## config.mk

```make
export PLATFORM = sky130hd
export DESIGN_NAME = exe
export DESIGN_NICKNAME = d
export VERILOG_FILES = /design/src/rtl/exe.sv
export SDC_FILE = /design/constraint.sdc
export NUM_CORES = 2
export LEC_CHECK = 0
export BUFFER_PORTS_ARGS = -buffer_cell sky130_fd_sc_hd__buf_2
export CAP_MARGIN = 10
export CORE_MARGIN = 5
export CORE_UTILIZATION = 61
export CTS_BUF_LIST = sky130_fd_sc_hd__clkbuf_16
export DETAILED_ROUTE_END_ITERATION = 7
export PLACE_DENSITY = 0.81
export SETUP_SLACK_MARGIN = 0.1
export SYNTH_ARGS = -nofsm -noshare
export SYNTH_HDL_FRONTEND = slang
export SYNTH_SLANG_ARGS = --single-unit
```

## constraint.sdc

```tcl
create_clock -name clk_i -period 10.05 [get_ports clk_i]
set_input_delay 0.5025 -clock clk_i [delete_from_list [all_inputs] [get_ports clk_i]]
set_output_delay 0.5025 -clock clk_i [all_outputs]
set_load 0.01 [all_outputs]
```

## src/rtl/exe.sv

```systemverilog
// Execute stage of the RV32IM pipeline: RV32I ALU, single-cycle multiplier and
// an iterative restoring divider that stalls the pipeline while it works.
//
// state | meaning
// IDLE  | no divide in flight; ALU/MUL/trivial divides resolve combinationally
// BUSY  | restoring division, one quotient bit per clock, stall raised
// DONE  | sign-corrected divide result presented, stall released
module exe #(
    parameter int DATA_WIDTH  = 32,
    parameter int RADDR_WIDTH = 5,
    parameter int DIV_CYCLES  = 32
) (
    input  logic                   clk_i,
    input  logic                   rst_n_i,
    input  logic [31:0]            inst_i,
    input  logic [DATA_WIDTH-1:0]  op1_i,
    input  logic [DATA_WIDTH-1:0]  op2_i,
    input  logic                   reg_we_i,
    input  logic [RADDR_WIDTH-1:0] reg_waddr_i,
    input  logic                   flush_i,
    output logic [DATA_WIDTH-1:0]  reg_wdata_o,
    output logic                   reg_we_o,
    output logic [RADDR_WIDTH-1:0] reg_waddr_o,
    output logic                   stall_req_o
);
    localparam logic [1:0] IDLE = 2'd0;
    localparam logic [1:0] BUSY = 2'd1;
    localparam logic [1:0] DONE = 2'd2;

    localparam int CW = $clog2(DIV_CYCLES + 1);
    localparam logic [6:0] OP_IMM = 7'b0010011;
    localparam logic [6:0] OP_REG = 7'b0110011;
    localparam logic [DATA_WIDTH-1:0] INT_MIN = {1'b1, {(DATA_WIDTH-1){1'b0}}};

    logic [6:0] opcode;
    logic [2:0] funct3;
    logic [6:0] funct7;
    logic       is_alu, is_m, is_div, is_rem, div_signed;

    assign opcode = inst_i[6:0];
    assign funct3 = inst_i[14:12];
    assign funct7 = inst_i[31:25];
    assign is_m   = (opcode == OP_REG) && (funct7 == 7'b0000001);
    assign is_alu = ((opcode == OP_REG) && !is_m) || (opcode == OP_IMM);
    assign is_div = is_m && funct3[2];
    assign is_rem = funct3[1];
    assign div_signed = ~funct3[0];

    // ALU
    logic [4:0]            shamt;
    logic [DATA_WIDTH-1:0] alu_res;
    assign shamt = op2_i[4:0];

    always_comb begin
        alu_res = '0;
        case (funct3)
            3'b000: alu_res = ((opcode == OP_REG) && inst_i[30]) ? op1_i - op2_i : op1_i + op2_i;
            3'b001: alu_res = op1_i << shamt;
            3'b010: alu_res = {{(DATA_WIDTH-1){1'b0}}, $signed(op1_i) < $signed(op2_i)};
            3'b011: alu_res = {{(DATA_WIDTH-1){1'b0}}, op1_i < op2_i};
            3'b100: alu_res = op1_i ^ op2_i;
            3'b101: alu_res = inst_i[30] ? DATA_WIDTH'($signed(op1_i) >>> shamt) : op1_i >> shamt;
            3'b110: alu_res = op1_i | op2_i;
            default: alu_res = op1_i & op2_i;
        endcase
    end

    // Multiplier: sign- or zero-extend both operands so one unsigned product covers every form
    logic                      mul_sa, mul_sb;
    logic [2*DATA_WIDTH+1:0]   mul_a, mul_b, prod;
    logic [DATA_WIDTH-1:0]     mul_res;

    assign mul_sa  = (funct3 != 3'b011);
    assign mul_sb  = (funct3 == 3'b001);
    assign mul_a   = {{(DATA_WIDTH+2){mul_sa & op1_i[DATA_WIDTH-1]}}, op1_i};
    assign mul_b   = {{(DATA_WIDTH+2){mul_sb & op2_i[DATA_WIDTH-1]}}, op2_i};
    assign prod    = mul_a * mul_b;
    assign mul_res = (funct3 == 3'b000) ? prod[DATA_WIDTH-1:0] : prod[2*DATA_WIDTH-1:DATA_WIDTH];

    // Divider
    logic                  op1_neg, op2_neg, div_zero, div_ovf, div_start;
    logic [DATA_WIDTH-1:0] op1_abs, op2_abs;

    assign op1_neg   = div_signed & op1_i[DATA_WIDTH-1];
    assign op2_neg   = div_signed & op2_i[DATA_WIDTH-1];
    assign op1_abs   = op1_neg ? -op1_i : op1_i;
    assign op2_abs   = op2_neg ? -op2_i : op2_i;
    assign div_zero  = (op2_i == '0);
    assign div_ovf   = div_signed && (op1_i == INT_MIN) && (op2_i == '1);
    assign div_start = is_div && !div_zero && !div_ovf && !flush_i;

    logic [1:0]            state, state_nx;
    logic [CW-1:0]         cnt;
    logic [DATA_WIDTH-1:0] quo_r, rem_r, dvs_r;
    logic                  neg_q_r, neg_r_r, rem_sel_r;

    logic [DATA_WIDTH:0]   rem_sh, rem_diff;
    logic                  step_ge;
    logic [DATA_WIDTH-1:0] q_out, r_out, div_res;

    assign rem_sh   = {rem_r, quo_r[DATA_WIDTH-1]};
    assign step_ge  = rem_sh >= {1'b0, dvs_r};
    assign rem_diff = rem_sh - {1'b0, dvs_r};
    assign q_out    = neg_q_r ? -quo_r : quo_r;
    assign r_out    = neg_r_r ? -rem_r : rem_r;
    assign div_res  = rem_sel_r ? r_out : q_out;

    always_comb begin
        state_nx = state;
        case (state)
            IDLE:    state_nx = (state == IDLE && div_start) ? BUSY : IDLE;
            BUSY:    state_nx = (cnt == CW'(DIV_CYCLES - 1)) ? DONE : BUSY;
            default: state_nx = IDLE;
        endcase
        if (flush_i) state_nx = IDLE;
    end

    always_ff @(posedge clk_i or negedge rst_n_i) begin
        if (!rst_n_i) begin
            state     <= IDLE;
            cnt       <= '0;
            quo_r     <= '0;
            rem_r     <= '0;
            dvs_r     <= '0;
            neg_q_r   <= 1'b0;
            neg_r_r   <= 1'b0;
            rem_sel_r <= 1'b0;
        end else begin
            state <= state_nx;
            if (state == IDLE && div_start) begin
                quo_r     <= op1_abs;
                rem_r     <= '0;
                dvs_r     <= op2_abs;
                neg_q_r   <= op1_neg ^ op2_neg;
                neg_r_r   <= op1_neg;
                rem_sel_r <= is_rem;
                cnt       <= '0;
            end else if (state == BUSY) begin
                quo_r <= {quo_r[DATA_WIDTH-2:0], step_ge};
                rem_r <= step_ge ? rem_diff[DATA_WIDTH-1:0] : rem_sh[DATA_WIDTH-1:0];
                cnt   <= cnt + CW'(1);
            end
        end
    end

    // Output select; flush and reset override everything so no partial result escapes
    always_comb begin
        reg_wdata_o = '0;
        reg_we_o    = 1'b0;
        stall_req_o = 1'b0;
        if (state == BUSY) begin
            stall_req_o = 1'b1;
        end else if (state == DONE) begin
            reg_wdata_o = div_res;
            reg_we_o    = reg_we_i;
        end else if (is_div) begin
            if (div_zero) begin
                reg_wdata_o = is_rem ? op1_i : '1;
                reg_we_o    = reg_we_i;
            end else if (div_ovf) begin
                reg_wdata_o = is_rem ? '0 : INT_MIN;
                reg_we_o    = reg_we_i;
            end else begin
                stall_req_o = 1'b1;
            end
        end else if (is_m) begin
            reg_wdata_o = mul_res;
            reg_we_o    = reg_we_i;
        end else if (is_alu) begin
            reg_wdata_o = alu_res;
            reg_we_o    = reg_we_i;
        end
        if (flush_i) begin
            stall_req_o = 1'b0;
            reg_we_o    = 1'b0;
        end
        if (!rst_n_i) begin
            reg_wdata_o = '0;
            reg_we_o    = 1'b0;
            stall_req_o = 1'b0;
        end
    end

    assign reg_waddr_o = rst_n_i ? reg_waddr_i : '0;

    logic unused_bits;
    assign unused_bits = ^{inst_i[24:15], inst_i[11:7], prod[2*DATA_WIDTH+1:2*DATA_WIDTH]};

endmodule
```

# ---- Word-level counts from Yosys, hierarchy flattened
# Cells that the tools add are included.
dict set report totals {
  reg_bits 107
  inputBits 105
  out_inout_bits 39
  wordCells 113
}
dict set report classes {
  n_addsub 8
  multipliers 1
  n_lt_le_gt_ge 3
  eq_ne 15
  shifts 3
  muxes 47
  bitwise_logic 9
  reduce_logical 19
}
# op count
set ops {}
lappend ops {{2-to-1 mux 32 bit} 23}
lappend ops {{one-hot mux 32 bit (7 select lines)} 1}
lappend ops {{negation 32 bit} 4}
lappend ops {{== test 32 bit, second input constant} 2}
lappend ops {{less-than comparator 32 bit} 2}
lappend ops {{multiplier 33 x 33 -> 64 bit} 1}
lappend ops {{subtractor 32 bit} 2}
lappend ops {{>= comparator 33 x 32 -> 1 bit} 1}
lappend ops {{adder 32 bit} 1}
lappend ops {{bitwise AND 32 bit} 1}
lappend ops {{zero test 32 bit} 1}
lappend ops {{bitwise OR 32 bit} 1}
lappend ops {{left shift 32 x 5 -> 32 bit} 1}
lappend ops {{right shift 32 x 5 -> 32 bit} 1}
lappend ops {{>>> shifter 32 x 5 -> 32 bit} 1}
lappend ops {{bitwise XOR 32 bit} 1}
lappend ops {{2-to-1 mux 1 bit} 17}
lappend ops {{2-to-1 mux 6 bit} 2}
lappend ops {{logical AND 1 bit} 10}
lappend ops {{== test 3 bit, second input constant} 3}
lappend ops {{== test 7 x 1 -> 1 bit, second input constant} 1}
lappend ops {{== test 7 x 5 -> 1 bit, second input constant} 1}
lappend ops {{== test 7 x 6 -> 1 bit, second input constant} 1}
lappend ops {{adder 6 x 1 -> 6 bit, second input constant} 1}
lappend ops {{17 further kinds} 25}

# ---- Longest topological paths before layout
dict set report depth {
  depth_word 12
  depth_mapped 33
}

# ---- Least setup slack after synthesis
# No wires, ideal clock.
dict set report synth_path {
  path_kind {input-to-output}
  start {input port op2_i[0]}
  end {output port reg_wdata_o[30]}
  arrival_time_ns 9.039
  slack_ns 0.509
  path_stages 29
  n_path_buf 6
  cell_sequence {buf_2 > buf_2 > buf_2 > clkbuf_1 > clkbuf_1 > nand3_1 > inv_1 > fa_1 > fa_1 > fa_1 > fa_1 > inv_1 > fa_1 > inv_1 > fa_1 > inv_1 > fa_1 > fa_1 > inv_1 > ha_1 > clkbuf_1 > nand4_1 > nor3_1 > nand3_1 > o21bai_1 > a21boi_0 > a31oi_1 > or4b_1 > nand3_1}
}
dict set report synth_between {
  elab_chain_len 9
}
# element line_no
set synth_rtl {}
lappend synth_rtl {{start, declared} 17} ;# input logic [DATA_WIDTH-1:0] op2_i,
lappend synth_rtl {{parallel branches: the longest is 5 deep, another holds multiplier 33 x 33 -> 64 bit} -}
lappend synth_rtl {{2-to-1 mux 32 bit *} 156} ;# end else if (is_div) begin
lappend synth_rtl {{2-to-1 mux 32 bit *} 153} ;# end else if (state == DONE) begin
lappend synth_rtl {{2-to-1 mux 32 bit *} 151} ;# if (state == BUSY) begin
lappend synth_rtl {{2-to-1 mux 32 bit *} 177} ;# if (!rst_n_i) begin
lappend synth_rtl {{end, declared} 21} ;# output logic [DATA_WIDTH-1:0] reg_wdata_o,
# Every way passes the cells marked *.

# ---- Worst setup path in the final report
dict set report layout_path {
  start {input port inst_i[13]}
  end {output port reg_wdata_o[25]}
}
dict set report layout_between {
  elab_chain_len 9
}
# element line_no
set layout_rtl {}
lappend layout_rtl {{start, declared} 15} ;# input logic [31:0] inst_i,
lappend layout_rtl {{inequality test 3 x 2 -> 1 bit or == test 3 x 1 -> 1 bit (tied branches)} {73, 56, 74}}
lappend layout_rtl {{bitwise AND 1 bit (on tied branches)} {75, 76}}
lappend layout_rtl {{multiplier 33 x 33 -> 64 bit} 77} ;# assign prod = mul_a * mul_b;
lappend layout_rtl {{2-to-1 mux 32 bit} 78} ;# assign mul_res = (funct3 == 3'b000) ? prod[DATA_WIDTH-1:0] : prod[2*DATA_WIDTH-1:DATA_WIDTH];
lappend layout_rtl {{2-to-1 mux 32 bit} 166} ;# end else if (is_m) begin
lappend layout_rtl {{2-to-1 mux 32 bit *} 156}
lappend layout_rtl {{2-to-1 mux 32 bit *} 153}
lappend layout_rtl {{2-to-1 mux 32 bit *} 151}
lappend layout_rtl {{2-to-1 mux 32 bit *} 177}
# Every way passes the cells marked *; elsewhere a longest branch is shown, timed or not.

==> flow_metrics.py <==
metrics = {
    "sta": {
        "worst_pin_slew_ps": 1400,
        "setup_viol": 0,
        "relSlewSlack_pct": 6.07,
        "slew_violations": 0,
        "finalHoldViolations": 0,
        "fmax_mhz": 99.8,
        "fin_worst_skew_ps": 9.03,
        "finalCriticalPeriod_ps": 10020,
        "finalCritPeriodShare_pct": 99.7,
        "rsz0062_at_grt": "yes",
    },
    "job": {
        "maxCapViolations": 0,
    },
    "setup_path": {
        "worst_ep_required_time_ps": 9550,
        "cp-start-kind": "input pin",
        "end_kind": "output pin",
        "cp.depth": 33,
        "r2r-end": "rem_r[24]",
        "reg2reg_depth": 11,
        "worstSetupStartpoint": "inst_i[13]",
        "cp_max_fo": 10,
        "cp.arrival_ps": 9520,
        "endpoint": "reg_wdata_o[25]",
        "worst-path-buf-inv": 12,
        "r2r_start": "rem_r[7]",
        "worst_path_max_delay_cell": "fa_1",
        "slowest_delay_ps": 650,
        "worst_path_dominant_cell_family": "adder cells",
        "cp_common_cell": "fa_1",
        "r2r_setup_slack_ps": 6010,
        "crit_type": "in2out",
    },
    "floorplanning": {
        "io_pins": 144,
        "dieWidth_um": 314,
        "core_area_mm2": 0.0918,
        "rows": 111,
        "dieArea_mm2": 0.0989,
        "die_y_um": 314,
        "start_util_pct": 61.6,
    },
    "placed_design": {
        "dp.cells": 8308,
        "port_buffers": 128,
        "dp_hpwl_um": 221000,
        "gp_congestion": 1.14,
    },
    "synth": {
        "synth_compound_area_share_pct": 12.9,
        "synth_edf_count": 0,
        "post-synth-top-count-cell": "inv_1",
        "synthFlopType": "dfrtp_1",
        "ys_top_cells_by_count": "inv_1, fa_1, nand2_1",
        "ys_types": 91,
        "synth_top_family_by_area": "adder cells",
        "yosys.area_share.simple_pct": 15.9,
        "netlist.area_leader.share_pct": 39.9,
        "yosys_warnings": 0,
        "synth.area.top_cells": "fa_1, inv_1, ha_1",
        "muxShareOfSynthArea_pct": 3.53,
        "async_flop_share_pct": 100,
        "postSynthCellCount": 6957,
        "synth-xor-area-share_pct": 3.53,
        "synth-seq-area-share_pct": 4.74,
        "synth_area_mm2": 0.0565,
        "syn_nets": 8537,
        "synthAdderAreaFrac_pct": 47.6,
        "ys_ff_latch": 107,
        "synth.avg_cell_area_um2": 8.13,
        "synth_area_leader_cell": "fa_1",
    },
    "routing": {
        "routed_wl_um": 284000,
        "dr.pass1.iters": 8,
        "drc_errors": 473,
        "wl_per_cell_um": 34.0,
        "ant_nets": 0,
        "viasPerCell": 6.98,
        "via_count": 58300,
        "drt_iter0_drc": 9410,
    },
    "cts": {
        "htreeDepth": 3,
        "cts_hold_buf": 0,
        "cts.sinks": 107,
        "cts_buffers": 9,
        "clock_latency_ps": 370,
        "clk_pin_slew_worst_paths_ps": 80,
        "cts_root_buffer": "clkbuf_16",
        "cts_tree": "done",
        "cts_max_path_buffers": 2,
    },
    "run_status": {
        "violations": "DRC",
        "outcome": "finished, violations left",
    },
    "grt": {
        "grt_max_degree": 74,
        "antenna_found_initial": 30,
        "grtUsageTotal_pct": 55.2,
        "grt_pass1_vias": 59900,
        "grt_overflow": 0,
        "grt_pass1_wl_um": 396000,
    },
    "layout": {
        "drive_gt1_share_pct": 10.2,
        "fin_cells": 8358,
        "area_delta_synth_final_pct": 7.71,
        "nets": 8666,
        "fillers": 6867,
    },
    "worst_hold_path": {
        "min_path_type": "in2async",
    },
}
cell usage in the layout, fill, tap and decap left out, types with 22 or more instances in the layout:
master,netlist,routed
inv_1,1289,1286
fa_1,1128,1127
nand2_1,1064,1061
nor2_1,561,558
buf_4,2,434
ha_1,347,347
a21oi_1,326,326
o21ai_0,301,298
xnor2_1,168,168
nor3_1,129,125
buf_2,16,123
dfrtp_1,107,105
nand3_1,89,89
mux4_2,65,65
xor2_1,60,60
a31oi_1,53,53
o31ai_1,51,51
a21o_1,46,46
nand4_1,45,45
o211ai_1,45,45
a211oi_1,43,42
mux2i_1,41,41
o22ai_1,28,28
nor2b_1,27,27
and3_1,27,27
o21bai_1,27,27
and2_1,26,26
nor4_1,27,26
or3_1,26,25
diode_2,0,24
nand2b_1,22,22
a221oi_1,22,22
area by class of cell:
type	count	area (µm²)	share of cell area, %
inverters	1313	4950	8.12
repair buffers	571	4120	6.76
well taps	1243	1560	2.55
diodes	24	60.1	0.0986
clock inverters	7	62.6	0.103
clock buffers	9	225	0.370
multi-input cells	5084	47300	77.6
flip-flops and latches	107	2680	4.40
timing repair:
action                     4_1_cts  5_1_grt
setup buffers                    0       10
gates resized for setup          0       20
setup endpoints to repair        0       20
stage by stage:
stage          util [%]  cell area (µm²)  worst slack [ps]  hold slack (ps)  TNS, ps
2_1_floorplan         -            56500               509              207        0
3_3_place_gp       65.8            60400               412              466        0
3_5_place_dp       65.8            60400               154              470        0
4_1_cts            66.1            60700               132              145        0
5_1_grt            66.3            60900             -79.6              159     -126
6_report           66.3            60900              26.6              122        0
registers in the layout, indices dropped and copies added (netlist names):
| register | count |
|---|---|
| cnt | 6 |
| dvs_r | 32 |
| neg_q_r | 1 |
| neg_r_r | 1 |
| quo_r | 32 |
| rem_r | 32 |
| rem_sel_r | 1 |
| state | 2 |
worst min-delay path by stage:
| stage | cells after the start | endpoint | slack (ps) | from |
|---|---|---|---|---|
| 4_1_cts | 1 | rem_r[7] | 140 | rst_n_i |
| 5_1_grt | 1 | rem_r[7] | 160 | rst_n_i |
| 6_report | 1 | rem_r[7] | 120 | rst_n_i |
| 3_3_place_gp | 2 | dvs_r[29] | 470 | dvs_r[29] |
| 2_1_floorplan | 0 | cnt[0] | 210 | rst_n_i |
| 3_5_place_dp | 2 | dvs_r[20] | 470 | dvs_r[20] |
cells by family after synthesis:
group | Yosys count
adder cells (fa/ha/maj) | 1476
buffers and inverters | 1766
flip-flops | 107
AND/OR/NAND/NOR | 2112
AO/OA/AOI/OAI | 1151
XOR/XNOR | 228
multiplexers | 117
metal layers:
metal  GRT usage (%)  routed length, µm  vias up
met3            23.1              47500     2179
met4            45.0              34700       24
met1            65.5              90200    27800
met2            78.3             112000     6077
met5           0.840                468        -
li1                -                  -    22300
Power is left out: the tool's default activity adds up to more than one toggle a clock period on the data nets, which glitch-free logic cannot reach.
